$ cat src/rtl/rr_output_arbiter_pkg.sv
// Shared constants and types for the per-output round-robin wormhole arbiter.
package rr_output_arbiter_pkg;

    localparam int unsigned NPORTS = 5;
    localparam int unsigned IDXW   = 3;

    localparam logic [IDXW-1:0] PORT_L = IDXW'(0);
    localparam logic [IDXW-1:0] PORT_N = IDXW'(1);
    localparam logic [IDXW-1:0] PORT_E = IDXW'(2);
    localparam logic [IDXW-1:0] PORT_S = IDXW'(3);
    localparam logic [IDXW-1:0] PORT_W = IDXW'(4);

    typedef enum logic {
        IDLE   = 1'b0,
        LOCKED = 1'b1
    } state_e;

endpackage : rr_output_arbiter_pkg

$ cat src/rtl/rr_output_arbiter_if.sv
// Request/flit-status inputs and grant outputs of one router output arbiter.
interface rr_output_arbiter_if;
    import rr_output_arbiter_pkg::*;

    logic [NPORTS-1:0] req;
    logic [NPORTS-1:0] valid;
    logic [NPORTS-1:0] tail;
    logic              credit_avail;
    logic [NPORTS-1:0] grant;
    logic [IDXW-1:0]   grant_idx;
    logic              xfer;
    logic              busy;

    modport master (
        output req, valid, tail, credit_avail,
        input  grant, grant_idx, xfer, busy
    );

    modport slave (
        input  req, valid, tail, credit_avail,
        output grant, grant_idx, xfer, busy
    );

endinterface : rr_output_arbiter_if

$ cat src/rtl/rr_pick.sv
// Rotating priority select: first set request bit after i_ptr, wrapping modulo NPORTS.
module rr_pick #(
    parameter int unsigned NPORTS = 5,
    parameter int unsigned IDXW   = 3
) (
    input  logic [NPORTS-1:0] i_req,
    input  logic [IDXW-1:0]   i_ptr,
    output logic              o_found,
    output logic [IDXW-1:0]   o_idx
);

    int unsigned w_cand;

    // Candidate order is ptr+1 .. ptr+NPORTS, so the last winner is checked last.
    always_comb begin
        o_found = 1'b0;
        o_idx   = '0;
        w_cand  = 0;
        for (int unsigned k = 1; k <= NPORTS; k++) begin
            w_cand = (int'(i_ptr) + k) % NPORTS;
            if (!o_found && i_req[IDXW'(w_cand)]) begin
                o_found = 1'b1;
                o_idx   = IDXW'(w_cand);
            end
        end
    end

endmodule : rr_pick

$ cat src/rtl/rr_output_arbiter.sv
// Wormhole output arbiter: round-robin pick in IDLE, grant locked until the winner's tail transfers.
module rr_output_arbiter
    import rr_output_arbiter_pkg::*;
(
    input  logic                 clk,
    input  logic                 rst_n,
    rr_output_arbiter_if.slave   bus
);

    state_e            r_state;
    logic [IDXW-1:0]   r_ptr;
    logic [NPORTS-1:0] r_grant;
    logic [IDXW-1:0]   r_grant_idx;
    logic              r_busy;

    logic              w_found;
    logic [IDXW-1:0]   w_win;
    logic              w_xfer;
    logic              w_tail_xfer;

    rr_pick #(
        .NPORTS (NPORTS),
        .IDXW   (IDXW)
    ) u_pick (
        .i_req   (bus.req),
        .i_ptr   (r_ptr),
        .o_found (w_found),
        .o_idx   (w_win)
    );

    // grant is zero outside LOCKED, so these are inherently gated by state.
    assign w_xfer      = (|(r_grant & bus.valid)) & bus.credit_avail;
    assign w_tail_xfer = (|(r_grant & bus.valid & bus.tail)) & bus.credit_avail;

    always_ff @(posedge clk or negedge rst_n) begin
        if (!rst_n) begin
            r_state     <= IDLE;
            r_ptr       <= IDXW'(NPORTS - 1);
            r_grant     <= '0;
            r_grant_idx <= '0;
            r_busy      <= 1'b0;
        end else begin
            case (r_state)
                IDLE: begin
                    if (w_found) begin
                        r_state     <= LOCKED;
                        r_grant     <= NPORTS'(1) << w_win;
                        r_grant_idx <= w_win;
                        r_busy      <= 1'b1;
                    end
                end
                LOCKED: begin
                    if (w_tail_xfer) begin
                        r_state     <= IDLE;
                        r_ptr       <= r_grant_idx;
                        r_grant     <= '0;
                        r_grant_idx <= '0;
                        r_busy      <= 1'b0;
                    end
                end
                default: r_state <= IDLE;
            endcase
        end
    end

    assign bus.grant     = r_grant;
    assign bus.grant_idx = r_grant_idx;
    assign bus.busy      = r_busy;
    assign bus.xfer      = w_xfer;

endmodule : rr_output_arbiter

$ cat src/flat_wrapper.sv
// flat-port wrapper written by rule: the top's interface ports become plain ports
module rr_output_arbiter_flat import rr_output_arbiter_pkg::*;
  (clk, rst_n, bus_req, bus_valid, bus_tail, bus_credit_avail, bus_grant, bus_grant_idx, bus_xfer, bus_busy);
  rr_output_arbiter_if bus_i ();
  input  logic clk;
  input  logic rst_n;
  input wire logic [$bits(bus_i.req)-1:0] bus_req;
  input wire logic [$bits(bus_i.valid)-1:0] bus_valid;
  input wire logic [$bits(bus_i.tail)-1:0] bus_tail;
  input wire logic [$bits(bus_i.credit_avail)-1:0] bus_credit_avail;
  output wire logic [$bits(bus_i.grant)-1:0] bus_grant;
  output wire logic [$bits(bus_i.grant_idx)-1:0] bus_grant_idx;
  output wire logic [$bits(bus_i.xfer)-1:0] bus_xfer;
  output wire logic [$bits(bus_i.busy)-1:0] bus_busy;
  assign bus_i.req = bus_req;
  assign bus_i.valid = bus_valid;
  assign bus_i.tail = bus_tail;
  assign bus_i.credit_avail = bus_credit_avail;
  assign bus_grant = bus_i.grant;
  assign bus_grant_idx = bus_i.grant_idx;
  assign bus_xfer = bus_i.xfer;
  assign bus_busy = bus_i.busy;
  rr_output_arbiter u_core (.clk(clk), .rst_n(rst_n), .bus(bus_i));
endmodule
$ cat config.mk
export PLATFORM = sky130hd
export DESIGN_NAME = rr_output_arbiter_flat
export DESIGN_NICKNAME = d
export VERILOG_FILES = /design/src/rtl/rr_output_arbiter_pkg.sv /design/src/rtl/rr_output_arbiter_if.sv /design/src/rtl/rr_pick.sv /design/src/rtl/rr_output_arbiter.sv /design/src/flat_wrapper.sv
export SDC_FILE = /design/constraint.sdc
export NUM_CORES = 1
export LEC_CHECK = 0
export ABC_AREA = 1
export CAP_MARGIN = 20
export CORE_MARGIN = 4
export CORE_UTILIZATION = 40
export CTS_CLUSTER_SIZE = 14
export DETAILED_ROUTE_END_ITERATION = 6
export PLACE_DENSITY = 0.71
export SLEW_MARGIN = 10
export SYNTH_ARGS = -nofsm -noshare
export SYNTH_HDL_FRONTEND = slang
export SYNTH_SLANG_ARGS = --single-unit
export TNS_END_PERCENT = 100
$ cat constraint.sdc
create_clock -name clk -period 4.2 [get_ports clk]
set_input_delay 0.42 -clock clk [delete_from_list [all_inputs] [get_ports clk]]
set_output_delay 0.42 -clock clk [all_outputs]
set_load 0.02 [all_outputs]
==> results of run 1 <==
-- routing by layer --
metal  vias up  GRT usage (%)  part of all wire, %
met3         4          0.987                  2.7
li1       1216              -                    -
met1      1068           24.1                   49
met5         -              0                    0
met4         0           3.49                 0.63
met2        40           31.9                   48
-- worst min-delay path by stage --
stage | start | end | slack [ns] | cells after the start
2_1_floorplan | rst_n | u_core.bus.busy$_DFFE_PN0P_ | 0.12 | 0
3_3_place_gp | u_core.bus.busy$_DFFE_PN0P_ | u_core.bus.busy$_DFFE_PN0P_ | 0.48 | 2
3_5_place_dp | u_core.bus.busy$_DFFE_PN0P_ | u_core.bus.busy$_DFFE_PN0P_ | 0.47 | 2
4_1_cts | u_core.bus.busy$_DFFE_PN0P_ | u_core.bus.busy$_DFFE_PN0P_ | 0.49 | 2
5_1_grt | u_core.bus.busy$_DFFE_PN0P_ | u_core.bus.busy$_DFFE_PN0P_ | 0.54 | 2
6_report | u_core.bus.busy$_DFFE_PN0P_ | u_core.bus.busy$_DFFE_PN0P_ | 0.49 | 2
-- worst register-to-register path, stage by stage (launching register included) --
cell and delay (ns):
dfrtp_2 0.44, clkinvlp_4 0.15, buf_4 0.17, ha_2 0.35, ha_1 0.24, nor2_1 0.08, nand2_1 0.08, nand2_1 0.10
xor2_1 0.29, ha_1 0.22, inv_1 0.06, o21ai_1 0.24, nand2_1 0.15, nand2_1 0.08, nand2_1 0.09, inv_1 0.10
nand3_1 0.08, nand3_1 0.07, nand2_1 0.17, nand4_1 0.17, inv_1 0.05, nor2_1 0.21, o21ai_0 0.13
-- per-stage QoR --
stage                     utilization [%]  worst slack, ns  std cells
after global placement               48.5            0.313        441
after CTS                            49.4           0.0926        445
after global routing                 50.7           0.0296        452
after floorplan                         -            0.714        348
final                                50.7            0.360        452
after detailed placement             48.5            0.111        441
-- final cells by class --
type | count | area, sq um
repair buffers | 35 | 330
fillers | 523 | 2560
inverters | 51 | 196
multi-input cells | 279 | 1650
well taps | 70 | 87.6
flip-flops and latches | 13 | 328
clock buffers | 4 | 45.0
-- logic make-up after synthesis --
group,after synthesis,share of synthesized area (%)
DFF,13,14.9
xor gates and xnor gates,4,1.60
AOI/OAI and AO/OA,28,7.77
adders and majority gates,27,15.8
and+or+nand+nor,219,49.5
buffers and inverters,57,10.5
-- repair_timing --
item | 4_1_cts | 5_1_grt
setup buffers | 0 | 6
hold endpoints to repair | 0 | 0
gates resized for setup | 0 | 4
setup endpoints to repair | 0 | 10
-- sequential cells by signal, indices dropped and copies added (netlist names) --
signal                cells
u_core.bus.grant          5
u_core.bus.grant_idx      3
u_core.r_ptr              3
u_core.bus.busy           1
u_core.r_state            1
-- synthesized netlist by cell type (2+ instances only) --
cell type	number	share of area, %
nand3_1	51	12
nor3_1	2	0.46
o21ai_1	6	1.4
xor2_1	4	1.6
nand3_2	9	4.1
dfrtp_1	12	14
ha_1	26	15
inv_2	7	1.2
nand3b_1	4	1.4
clkbuf_1	2	0.34
o21ai_0	13	3.0
a31oi_1	2	0.57
inv_1	42	7.2
nor2_1	18	3.1
nand4_1	19	5.4
nand2_4	4	2.1
nand2_1	100	17
nand2_2	10	2.9
buf_2	2	0.46
==> reports/results.ini, run 1 <==
[synthesis]
synth_nets = 393
ys.flop_type = dfrtp_1
synth-edff-count = 0
synth_seq_area_share_pct = 14.9
synth-seq-cells = 13
synth_cell_types = 34
syn_inst = 348
synth.avg_cell_area_sq_um = 6.29
netlist_area_sq_mm = 0.00219
synth_warnings = 0
synthArstFlopShare_pct = 100

[worst_hold_path]
min_path_type = flip-flop to flip-flop

[cts]
clock_path_buffers = 2
clock_latency_ns = 0.24
numCtsBuffers = 3
clk_pin_slew_ns = 0.05
cts_tree = built
h-tree-depth = 1
hold_buffers = 0
cts_sinks = 13
root_buffer = clkbuf_8

[sta]
tightest_slew_ns = 0.586
skew_ns = 0.00180
timing.final.crit_share_pct = 91.4
drv_slew = 0
grt_setup_unrepaired = false
relSlewSlack_pct = 60.8
hold_violations = 0
timing.fmax_mhz = 260
setup_viol = 0
finalCriticalPeriod_ns = 3.84
fin_worst_hold_slack_ns = 0.491
fin_setup_tns_ns = 0

[final_layout]
mostFrequentLayoutCell = nand2_1
design_area_sq_mm = 0.00264
nets = 428
n_antenna_cell = 0
final_cell_mix = nand2_1, nand3_1, inv_1
drive_gt1_share_pct = 13.9
syn2layout_area_growth_pct = 20.6

[worst_setup_path]
critPathMostFrequentCell = nand2_1
endpoint = u_core.bus.grant[3]$_DFFE_PN0P_
crit_family = simple AND/OR/NAND/NOR gates
crit_slowest_cell = dfrtp_2
r2r_slack_ns = 0.36
worst_setup_path_start_kind = flip-flop
cp_max_fo = 12
crit_start = u_core.r_ptr[1]$_DFFE_PN0P_
worst_ep_arrival_time_ns = 3.95
path_depth = 22
path_buf_inv = 5
cp.required_ns = 4.31
worst-r2r-cell-count = 22
reg2reg_to = u_core.bus.grant[3]$_DFFE_PN0P_
critPathMaxStageDelay_ns = 0.44
worstSetupEndpointType = flip-flop
r2r_start = u_core.r_ptr[1]$_DFFE_PN0P_
path_cells = clkinvlp_4, buf_4, ha_2, ha_1, nor2_1, nand2_1, nand2_1, xor2_1, ha_1, inv_1, o21ai_1, nand2_1, nand2_1, nand2_1, inv_1, nand3_1, nand3_1, nand2_1, nand4_1, inv_1, nor2_1, o21ai_0
criticalPathCategory = flip-flop to flip-flop

[floorplan]
start_util_pct = 42.1
pin_count = 28
dieArea_sq_mm = 0.00672
rows = 26
die_h_um = 82.0
core_sq_mm = 0.00520
die_w_um = 82.0

[grt]
antenna_found_initial = 0
grt_pass1_wl_mm = 9.78
grt_max_degree = 15
gr-total-overflow = 0
grt_pass1_vias = 2183
grt_usage_pct = 18.0

[drt]
avgRoutedWirePerCell_um = 12.3
via_per_inst = 5.15
drt-total-wl_mm = 5.55
firstDrtPassIters = 6
ant_nets = 0
drtIter0Drc = 122
vias = 2328
drc = 0

[placed_design]
dpl_cell_area_sq_mm = 0.00253
io_buffer_count = 27
dp_hpwl_mm = 4.44
place.gp.congestion = 0.852

[flow_run]
cap_violations = 0

[run_status]
status = finished, final reports clean

Power of run 1 is not shown: default switching activity piles up to over one toggle a cycle in this logic, so the estimate is an artifact.
==> run 2: changes to the inputs <==
--- a/config.mk
+++ b/config.mk
@@ -11,8 +11,9 @@
 export CORE_UTILIZATION = 40
 export CTS_CLUSTER_SIZE = 14
 export DETAILED_ROUTE_END_ITERATION = 6
-export PLACE_DENSITY = 0.71
-export SLEW_MARGIN = 10
+export DONT_BUFFER_PORTS = 1
+export PLACE_DENSITY = 0.64
+export SLEW_MARGIN = 20
 export SYNTH_ARGS = -nofsm -noshare
 export SYNTH_HDL_FRONTEND = slang
 export SYNTH_SLANG_ARGS = --single-unit
==> reports/results.ini, run 2 (synthesis results as in run 1) <==
[floorplan]
pin_count = 28
core_sq_mm = 0.00520
die_h_um = 82.0
rows = 26
dieArea_sq_mm = 0.00672
start_util_pct = 42.1
die_w_um = 82.0

[sta]
fin_setup_tns_ns = 0
timing.final.crit_share_pct = 91.3
tightest_slew_ns = 0.534
relSlewSlack_pct = 64.3
skew_ns = 0.00254
drv_slew = 0
hold_violations = 0
grt_setup_unrepaired = false
timing.fmax_mhz = 261
finalCriticalPeriod_ns = 3.83
setup_viol = 0

[worst_setup_path]
crit_slowest_cell = dfstp_2
worst_setup_path_start_kind = flip-flop
worstSetupEndpointType = flip-flop
r2r_slack_ns = 0.37
cp.required_ns = 4.36
r2r_start = u_core.r_ptr[2]$_DFFE_PN1P_
cp_max_fo = 10
crit_start = u_core.r_ptr[2]$_DFFE_PN1P_
endpoint = u_core.bus.grant_idx[0]$_DFFE_PN0P_
criticalPathCategory = flip-flop to flip-flop
reg2reg_to = u_core.bus.grant_idx[0]$_DFFE_PN0P_
path_cells = inv_2, ha_1, nor2_1, nor2_1, a21oi_2, xor2_1, ha_1, fa_1, nand3_2, nand2_1, nand2_1, inv_1, nand2_1, nand3_1, nand3_1, nand2_2, inv_1, nand3_2, nor2_4, nand2_2, o21ai_4, buf_12, nand3_1, o21ai_1
worst-r2r-cell-count = 24
critPathMaxStageDelay_ns = 0.58
worst_ep_arrival_time_ns = 3.99

[cts]
clock_latency_ns = 0.24
h-tree-depth = 1
numCtsBuffers = 3
clock_path_buffers = 2
cts_sinks = 13
clk_pin_slew_ns = 0.05
root_buffer = clkbuf_8
cts_tree = built

[final_layout]
syn2layout_area_growth_pct = 9.03
fillCellCount = 537
mostFrequentLayoutCell = nand2_1
final_cell_mix = nand2_1, nand3_1, inv_1
drive_gt1_share_pct = 14.3
n_antenna_cell = 0
largest_reg_flops = 5
nets = 402
design_area_sq_mm = 0.00239

[grt]
antenna_found_initial = 0
grt_usage_pct = 17.2
gr-total-overflow = 0
grt_pass1_vias = 2133
grt_pass1_wl_mm = 9.29
grt_max_degree = 20

[placed_design]
dpl_cell_area_sq_mm = 0.00227
io_buffer_count = 0
dp_hpwl_mm = 4.30
place.gp.congestion = 0.836

[drt]
avgRoutedWirePerCell_um = 12.5
drc = 0
drt-total-wl_mm = 5.34
drtIter0Drc = 156
ant_nets = 0
firstDrtPassIters = 4
vias = 2205
via_per_inst = 5.18

[run_status]
status = finished, final reports clean

[worst_hold_path]
min_path_type = input pin to asynchronous set/reset pin

[flow_run]
cap_violations = 0

==> run 2: stage by stage <==
step / utilization (%) / cells / hold slack [ns] / setup WS, ns
global placement: 43.6 / 416 / 0.125 / 0.316
finish: 45.9 / 426 / 0.0196 / 0.365
floorplan: - / 348 / 0.124 / 0.714
CTS: 44.7 / 421 / 0.0157 / 0.151
global route: 45.9 / 426 / 0.00986 / 0.0182
detailed placement: 43.6 / 416 / 0.125 / 0.166
==> run 2: how the worst min path moves through the flow <==
stage	slack (ns)	depth (start not counted)	from	endpoint
after floorplan	0.12	0	rst_n	u_core.bus.busy$_DFFE_PN0P_
after global placement	0.12	0	rst_n	u_core.bus.grant[2]$_DFFE_PN0P_
after detailed placement	0.12	0	rst_n	u_core.bus.grant[2]$_DFFE_PN0P_
after CTS	0.02	0	rst_n	u_core.r_ptr[2]$_DFFE_PN1P_
after global routing	0.01	0	rst_n	u_core.r_ptr[2]$_DFFE_PN1P_
final	0.02	0	rst_n	u_core.r_ptr[2]$_DFFE_PN1P_
==> run 2: worst max-delay path, delay by kind of cell, from the launching register on <==
kind,cells,cell delay (ns)
xor gates and xnor gates,1,0.11
buffers and inverters,4,0.47
AOI/OAI and AO/OA,3,0.47
DFF,1,0.58
and+or+nand+nor,13,1.15
adders and majority gates,3,0.95
==> run 2: per-layer routing <==
| metal | GRT usage [%] | part of all wire [%] | up-vias |
|---|---|---|---|
| met1 | 21.7 | 47 | 993 |
| met4 | 4.82 | 1.6 | 0 |
| met3 | 1.86 | 4.9 | 9 |
| met5 | 0 | 0 | - |
| met2 | 30.6 | 46 | 44 |
| li1 | - | - | 1159 |
==> run 2: what timing repair did <==
action | 4_1_cts | 5_1_grt
buffers inserted | 0 | 5
hold buffers | 1 | 0
setup endpoints to repair | 0 | 10
hold endpoints to repair | 12 | 0
resized for setup | 0 | 2
==> run 2: area by class of cell <==
type	count	area [sq um]	area share, %
repair buffers	10	90.1	3.77
flip-flops and latches	13	327	13.7
inverters	51	193	8.07
clock buffers	4	45.0	1.89
well taps	70	87.6	3.67
multi-input cells	278	1650	68.9
Power of run 2 is left out for the same reason.
